File: src/rtl/sram_like_arbiter.sv
// sram_like_arbiter
//   Shares one SRAM-like memory port between the instruction-fetch requester and the data
//   (load/store) requester. Only one transaction is in flight at a time: a request is
//   arbitrated in IDLE, presented to memory in ADDR until mem_addr_ok, then the arbiter waits
//   in WAIT for mem_data_ok before returning to IDLE.
//
// Parameters
//   DATA_FIRST   1: data port wins when both request; 0: port opposite the last owner wins
//
// Ports
//   clk, reset                    clock, synchronous active-high reset
//   inst_req/inst_addr            fetch request, held until inst_addr_ok
//   inst_addr_ok/inst_data_ok     fetch accepted / fetch data valid
//   inst_rdata                    fetch data (pass-through of mem_rdata)
//   data_req/wr/size/addr/wdata   load/store request, held until data_addr_ok
//   data_addr_ok/data_data_ok     load/store accepted / load data valid or store done
//   data_rdata                    load data (pass-through of mem_rdata)
//   mem_req/wr/size/addr/wdata    request to the memory bridge, all zero outside ADDR
//   mem_addr_ok/data_ok/rdata     memory handshake and read data

module sram_like_arbiter #(
    parameter bit DATA_FIRST = 1'b1
) (
    input  logic        clk,
    input  logic        reset,

    input  logic        inst_req,
    input  logic [31:0] inst_addr,
    output logic        inst_addr_ok,
    output logic        inst_data_ok,
    output logic [31:0] inst_rdata,

    input  logic        data_req,
    input  logic        data_wr,
    input  logic [1:0]  data_size,
    input  logic [31:0] data_addr,
    input  logic [31:0] data_wdata,
    output logic        data_addr_ok,
    output logic        data_data_ok,
    output logic [31:0] data_rdata,

    output logic        mem_req,
    output logic        mem_wr,
    output logic [1:0]  mem_size,
    output logic [31:0] mem_addr,
    output logic [31:0] mem_wdata,
    input  logic        mem_addr_ok,
    input  logic        mem_data_ok,
    input  logic [31:0] mem_rdata
);

    typedef enum logic [1:0] {
        StIdle,
        StAddr,
        StWait
    } state_e;

    state_e state_q, state_d;
    logic   owner_q, owner_d;            // 0 = inst, 1 = data
    logic   last_owner_q, last_owner_d;  // owner of the most recently accepted address
    logic   grant_data;

    // Arbitration winner, only consumed in IDLE.
    always_comb begin
        if (inst_req && data_req) begin
            grant_data = DATA_FIRST ? 1'b1 : ~last_owner_q;
        end else begin
            grant_data = data_req;
        end
    end

    always_comb begin
        state_d      = state_q;
        owner_d      = owner_q;
        last_owner_d = last_owner_q;

        mem_req      = 1'b0;
        mem_wr       = 1'b0;
        mem_size     = 2'd0;
        mem_addr     = 32'd0;
        mem_wdata    = 32'd0;
        inst_addr_ok = 1'b0;
        inst_data_ok = 1'b0;
        data_addr_ok = 1'b0;
        data_data_ok = 1'b0;

        unique case (state_q)
            StIdle: begin
                if (inst_req || data_req) begin
                    owner_d = grant_data;
                    state_d = StAddr;
                end
            end
            StAddr: begin
                // Held until accepted even if the requester drops req early.
                mem_req = 1'b1;
                if (owner_q) begin
                    mem_wr    = data_wr;
                    mem_size  = data_size;
                    mem_addr  = data_addr;
                    mem_wdata = data_wdata;
                end else begin
                    mem_size  = 2'd2;
                    mem_addr  = inst_addr;
                end
                if (mem_addr_ok) begin
                    data_addr_ok = owner_q;
                    inst_addr_ok = ~owner_q;
                    last_owner_d = owner_q;
                    state_d      = StWait;
                end
            end
            StWait: begin
                if (mem_data_ok) begin
                    data_data_ok = owner_q;
                    inst_data_ok = ~owner_q;
                    state_d      = StIdle;
                end
            end
            default: begin
                state_d = StIdle;
            end
        endcase

        if (reset) begin
            state_d      = StIdle;
            owner_d      = 1'b0;
            last_owner_d = 1'b1;
        end
    end

    always_ff @(posedge clk) begin
        state_q      <= state_d;
        owner_q      <= owner_d;
        last_owner_q <= last_owner_d;
    end

    assign inst_rdata = mem_rdata;
    assign data_rdata = mem_rdata;

endmodule

File: config.mk
export PLATFORM = sky130hd
export DESIGN_NAME = sram_like_arbiter
export DESIGN_NICKNAME = d
export VERILOG_FILES = /design/src/rtl/sram_like_arbiter.sv
export SDC_FILE = /design/constraint.sdc
export NUM_CORES = 1
export LEC_CHECK = 0
export CORE_AREA = 2 2 105 107
export CTS_CLUSTER_DIAMETER = 30
export DETAILED_ROUTE_END_ITERATION = 10
export DIE_AREA = 0 0 107 109
export PLACE_DENSITY = 0.64
export SKIP_LAST_GASP = 1
export SYNTH_ARGS = -nofsm -noshare
export SYNTH_HDL_FRONTEND = slang
export SYNTH_SLANG_ARGS = --single-unit
File: constraint.sdc
create_clock -name clk -period 2 [get_ports clk]
set_input_delay 0.6 -clock clk [delete_from_list [all_inputs] [get_ports clk]]
set_output_delay 0.6 -clock clk [all_outputs]
set_load 0.03 [all_outputs]
Yosys cells after proc, flatten, opt, wreduce, memory -nomap -nowiden
Index checks and enable logic that the tools add are counted.
{"block": "word_totals", "ff_bits": 3, "out_inout_bits": 136, "elab_cells": 35}
{"block": "classes", "eq_ne": 5, "muxes": 22, "n_bitwise": 1, "n_reduce_logical": 5}
{"operator": "32-bit two-way mux", "n": 4}
{"operator": "1-bit two-way mux", "n": 12}
{"operator": "2-bit two-way mux", "n": 5}
{"operator": "2-bit != test (second input constant)", "n": 3}
{"operator": "2-bit case mux with 3 select lines", "n": 1}
{"operator": "3-bit AND reduction", "n": 1}
{"operator": "2-bit by 1-bit == test with 1-bit output (second input constant)", "n": 1}
{"operator": "2-bit == test (second input constant)", "n": 1}
{"operator": "2-bit zero test", "n": 1}
{"operator": "2-bit AND reduction", "n": 1}
{"operator": "1-bit logical AND", "n": 1}
{"operator": "1-bit logical OR", "n": 1}
{"operator": "1-bit inverter", "n": 1}

Logic depth before layout (Yosys ltp)
{"block": "depth", "word_depth": 3, "depth_mapped": 6, "depth_no_buf": 3}

Least setup slack after synthesis
No wires, ideal clock.
{"block": "synth_path", "path_type": "input -> output", "start": "in mem_data_ok", "end": "out data_data_ok", "arrival_time_ns": 1.406, "path_slack_ns": -0.006, "path_stages": 2, "path_buffers": 0, "cell_sequence": "nand2_1 nor3b_1"}
{"block": "synth_via", "elab_chain_len": 2}
{"item": "start: declaration", "line_no": "48", "text": "input logic mem_data_ok,"}
{"item": "1-bit two-way mux", "line_no": "114", "text": "if (mem_data_ok) begin"}
{"item": "1-bit two-way mux", "line_no": "87", "text": "unique case (state_q)"}
{"item": "end: declaration", "line_no": "39", "text": "output logic data_data_ok,"}
Every way passes these cells.

Final worst setup path
{"block": "layout_path", "start": "in data_size[1]", "end": "out mem_size[1]"}
{"block": "layout_via", "elab_chain_len": 2}
{"item": "start: declaration", "line_no": "35", "text": "input logic [1:0] data_size,"}
{"item": "2-bit two-way mux", "line_no": "97", "text": "if (owner_q) begin"}
{"item": "2-bit two-way mux", "line_no": "87"}
{"item": "end: declaration", "line_no": "44", "text": "output logic [1:0] mem_size,"}
Every way passes these cells.

==> reports/results.ini <==
[run_status]
outcome = finished, violations left
failed_checks = negative setup slack

[clock_network]
clock-root-buffer = clkbuf_8
cts_buffers = 3
clkSlewWorstSetupHoldPaths_ns = 0.03
clock_latency_ns = 0.21
cts_max_level = 1
cts_tree = done
numClockSinks = 3
clk_path_buf_depth = 2
cts_hold_buf = 0

[routing]
drt-vias-per-instance = 3.76
drc = 0
ant_nets = 0
wl_mm = 5.82
drt-initial-drc-count = 92
drt-pass1-iter-count = 4
vias = 1686
wl_per_cell_um = 13.0

[sta]
timing.final.ws_setup_ns = -0.00578
setup_viol = 1
whs_ns = 0.558
layout_worst_path_cycle_share = 1.00
fmax_ghz = 0.499
relSlewSlack = 0.793
worstMarginPinSlew_ns = 0.302
fin_crit_ns = 2.01
rsz0062_at_grt = yes
drv_slew = 0
finClkSkew_ns = 0.00136
hold_viol_final = 0

[global_routing]
grt-ovfl-total = 0
antenna_found_initial = 0
grt_pass1_vias = 1534
grt_max_degree = 26
grt_pass1_wl_mm = 7.73
grt_util_all_layers = 0.0804

[setup_path]
worst-path-max-fanout = 1
path_buf_inv = 3
cpLargestDelayFamily = buffers and inverters
reg2regPathDepth = 3
crit_type = in -> out
endpoint_kind = output port
cpPeakStageDelay_ns = 0.46
required_ns = 1.40
critPathSlowestCell = clkdlybuf4s50_1
arrival_ns = 1.41
reg2reg_to = owner_q
reg2reg_slack_ns = 0.82
path_cells = clkdlybuf4s50_1 -> inv_1 -> a21oi_2 -> buf_6
r2r-start = state_q[0]
cp-start-kind = input port

[synthesis]
ys_ff_latch = 3
syn_nets = 336
synth_area_mm2 = 0.00142
avgSynthCellArea_um2 = 7.16
yosys_warnings = 0
ys_seq_area_frac = 0.0422
yosys.cell_types.count = 21
synth_cells = 199

[floorplanning]
die-area_mm2 = 0.0117
die_w_um = 107
coreArea_mm2 = 0.0106
ios = 273
placementRows = 38
die_y_um = 109
initial_core_util = 0.134

[flow_run]
cap_violations = 0

[placed_design]
place.gp.congestion = 0.697
dp_hpwl_mm = 4.47
io_buffers = 176

[power_and_ir_drop]
finalPower_uw = 1000
max-vdd-ir-drop_uv = 175
p_leak_uw = 0.00173
power.density_mw_per_mm2 = 350

[finish]
syn2layout_area_growth_pct = 102
fin_util = 0.271
mostFrequentLayoutCells = buf_4 (75), clkdlybuf4s50_1 (45), dlymetal6s2s_1 (40)
nFillCells = 1134
ff_latch_area_um2 = 63.8
drive_gt1_frac = 0.298
layout_commonest_cell = buf_4
diodes = 0
finalNetCount = 447
multi_input_area_um2 = 782

[worst_hold_path]
hp-start = state_q[1]
hp-class = reg -> reg
min_to = state_q[0]
hold_depth = 2

==> what timing repair did <==
item / in CTS / in global routing
setup buffers: 0 / 0
cloned: 2 / 0
pin swaps: 10 / 22
setup endpoints to repair: 61 / 28
resized for setup: 26 / 45
==> report_power, final <==
| part | switching, uW | internal, uW |
|---|---|---|
| clock | 38.9 | 136 |
| sequential | 11.0 | 66.1 |
| combinational | 373 | 379 |
| total | 423 | 581 |
==> kinds of logic (layout without fill, tap and decap cells) <==
| family | Yosys count | count (layout) | synth area share |
|---|---|---|---|
| AO/OA/AOI/OAI | 4 | 4 | 0.0167 |
| buffers and inverters | 82 | 192 | 0.425 |
| flip-flops | 3 | 3 | 0.0422 |
| multiplexers | 32 | 32 | 0.225 |
| AND/OR/NAND/NOR | 78 | 78 | 0.291 |
==> final cells by class <==
type | instances | share of cell area
repair buffers | 185 | 0.619
well taps | 140 | 0.0610
repair inverters | 1 | 0.00218
multi-input cells | 114 | 0.272
inverters | 2 | 0.00741
clock buffers | 4 | 0.0157
flip-flops and latches | 3 | 0.0222
==> worst max path at each step <==
stage | startpoint | slack, ns | cells past startpoint | endpoint
after global routing | data_size[1] | -0.05 | 4 | mem_size[1]
after CTS | inst_addr[12] | 0.005 | 4 | mem_addr[12]
after detailed placement | mem_data_ok | -0.13 | 4 | data_data_ok
final | data_size[1] | -0.006 | 4 | mem_size[1]
after global placement | mem_data_ok | -0.12 | 4 | data_data_ok
after floorplan | state_q[0] | 0.04 | 4 | inst_addr_ok
==> state kept, by name, indices dropped and copies added, names as in the netlist <==
name	cells
owner_q	1
state_q	2
==> layer usage <==
| layer | track usage | part of all wire | up-vias |
|---|---|---|---|
| li1 | - | - | 816 |
| met1 | 0.0844 | 0.34 | 740 |
| met2 | 0.156 | 0.53 | 115 |
| met3 | 0.0203 | 0.11 | 15 |
| met4 | 0.0260 | 0.012 | 0 |
| met5 | 0 | 0 | - |
==> metrics by stage <==
step,setup slack [ns],TNS (ns),instance area [um^2],instances
after floorplan,0.0370,0,1430,199
after global placement,-0.119,-0.481,2660,443
after detailed placement,-0.125,-0.524,2660,443
after CTS,0.00524,0,2750,449
after global routing,-0.0465,-0.129,2870,449
final,-0.00578,-0.00578,2870,449
==> cell usage after synthesis <==
master     instances  area, um^2
buf_6              5        56.3
a21oi_1            2        10.0
inv_4              1        6.26
and3_1            35         219
mux2i_1           32         320
nand3b_1           1        7.51
inv_1              1        3.75
nand2_1            1        3.75
nor3b_1            3        22.5
nor2_1            32         120
clkbuf_2           1        5.00
buf_4             67         503
clkbuf_1           3        11.3
or4b_1             1        10.0
or3b_1             1        8.76
nor3_1             2        10.0
o21ai_0            1        5.00
a2111oi_0          1        8.76
dfxtp_1            3        60.1
buf_2              4        20.0
nand2b_1           2        12.5
==> worst register-to-register path, cell delays in order (launching register included) <==
cell	delay [ns]
dfxtp_1	0.32
buf_4	0.17
or4b_1	0.50
o21ai_0	0.10
(Power assumes the default switching activity.)
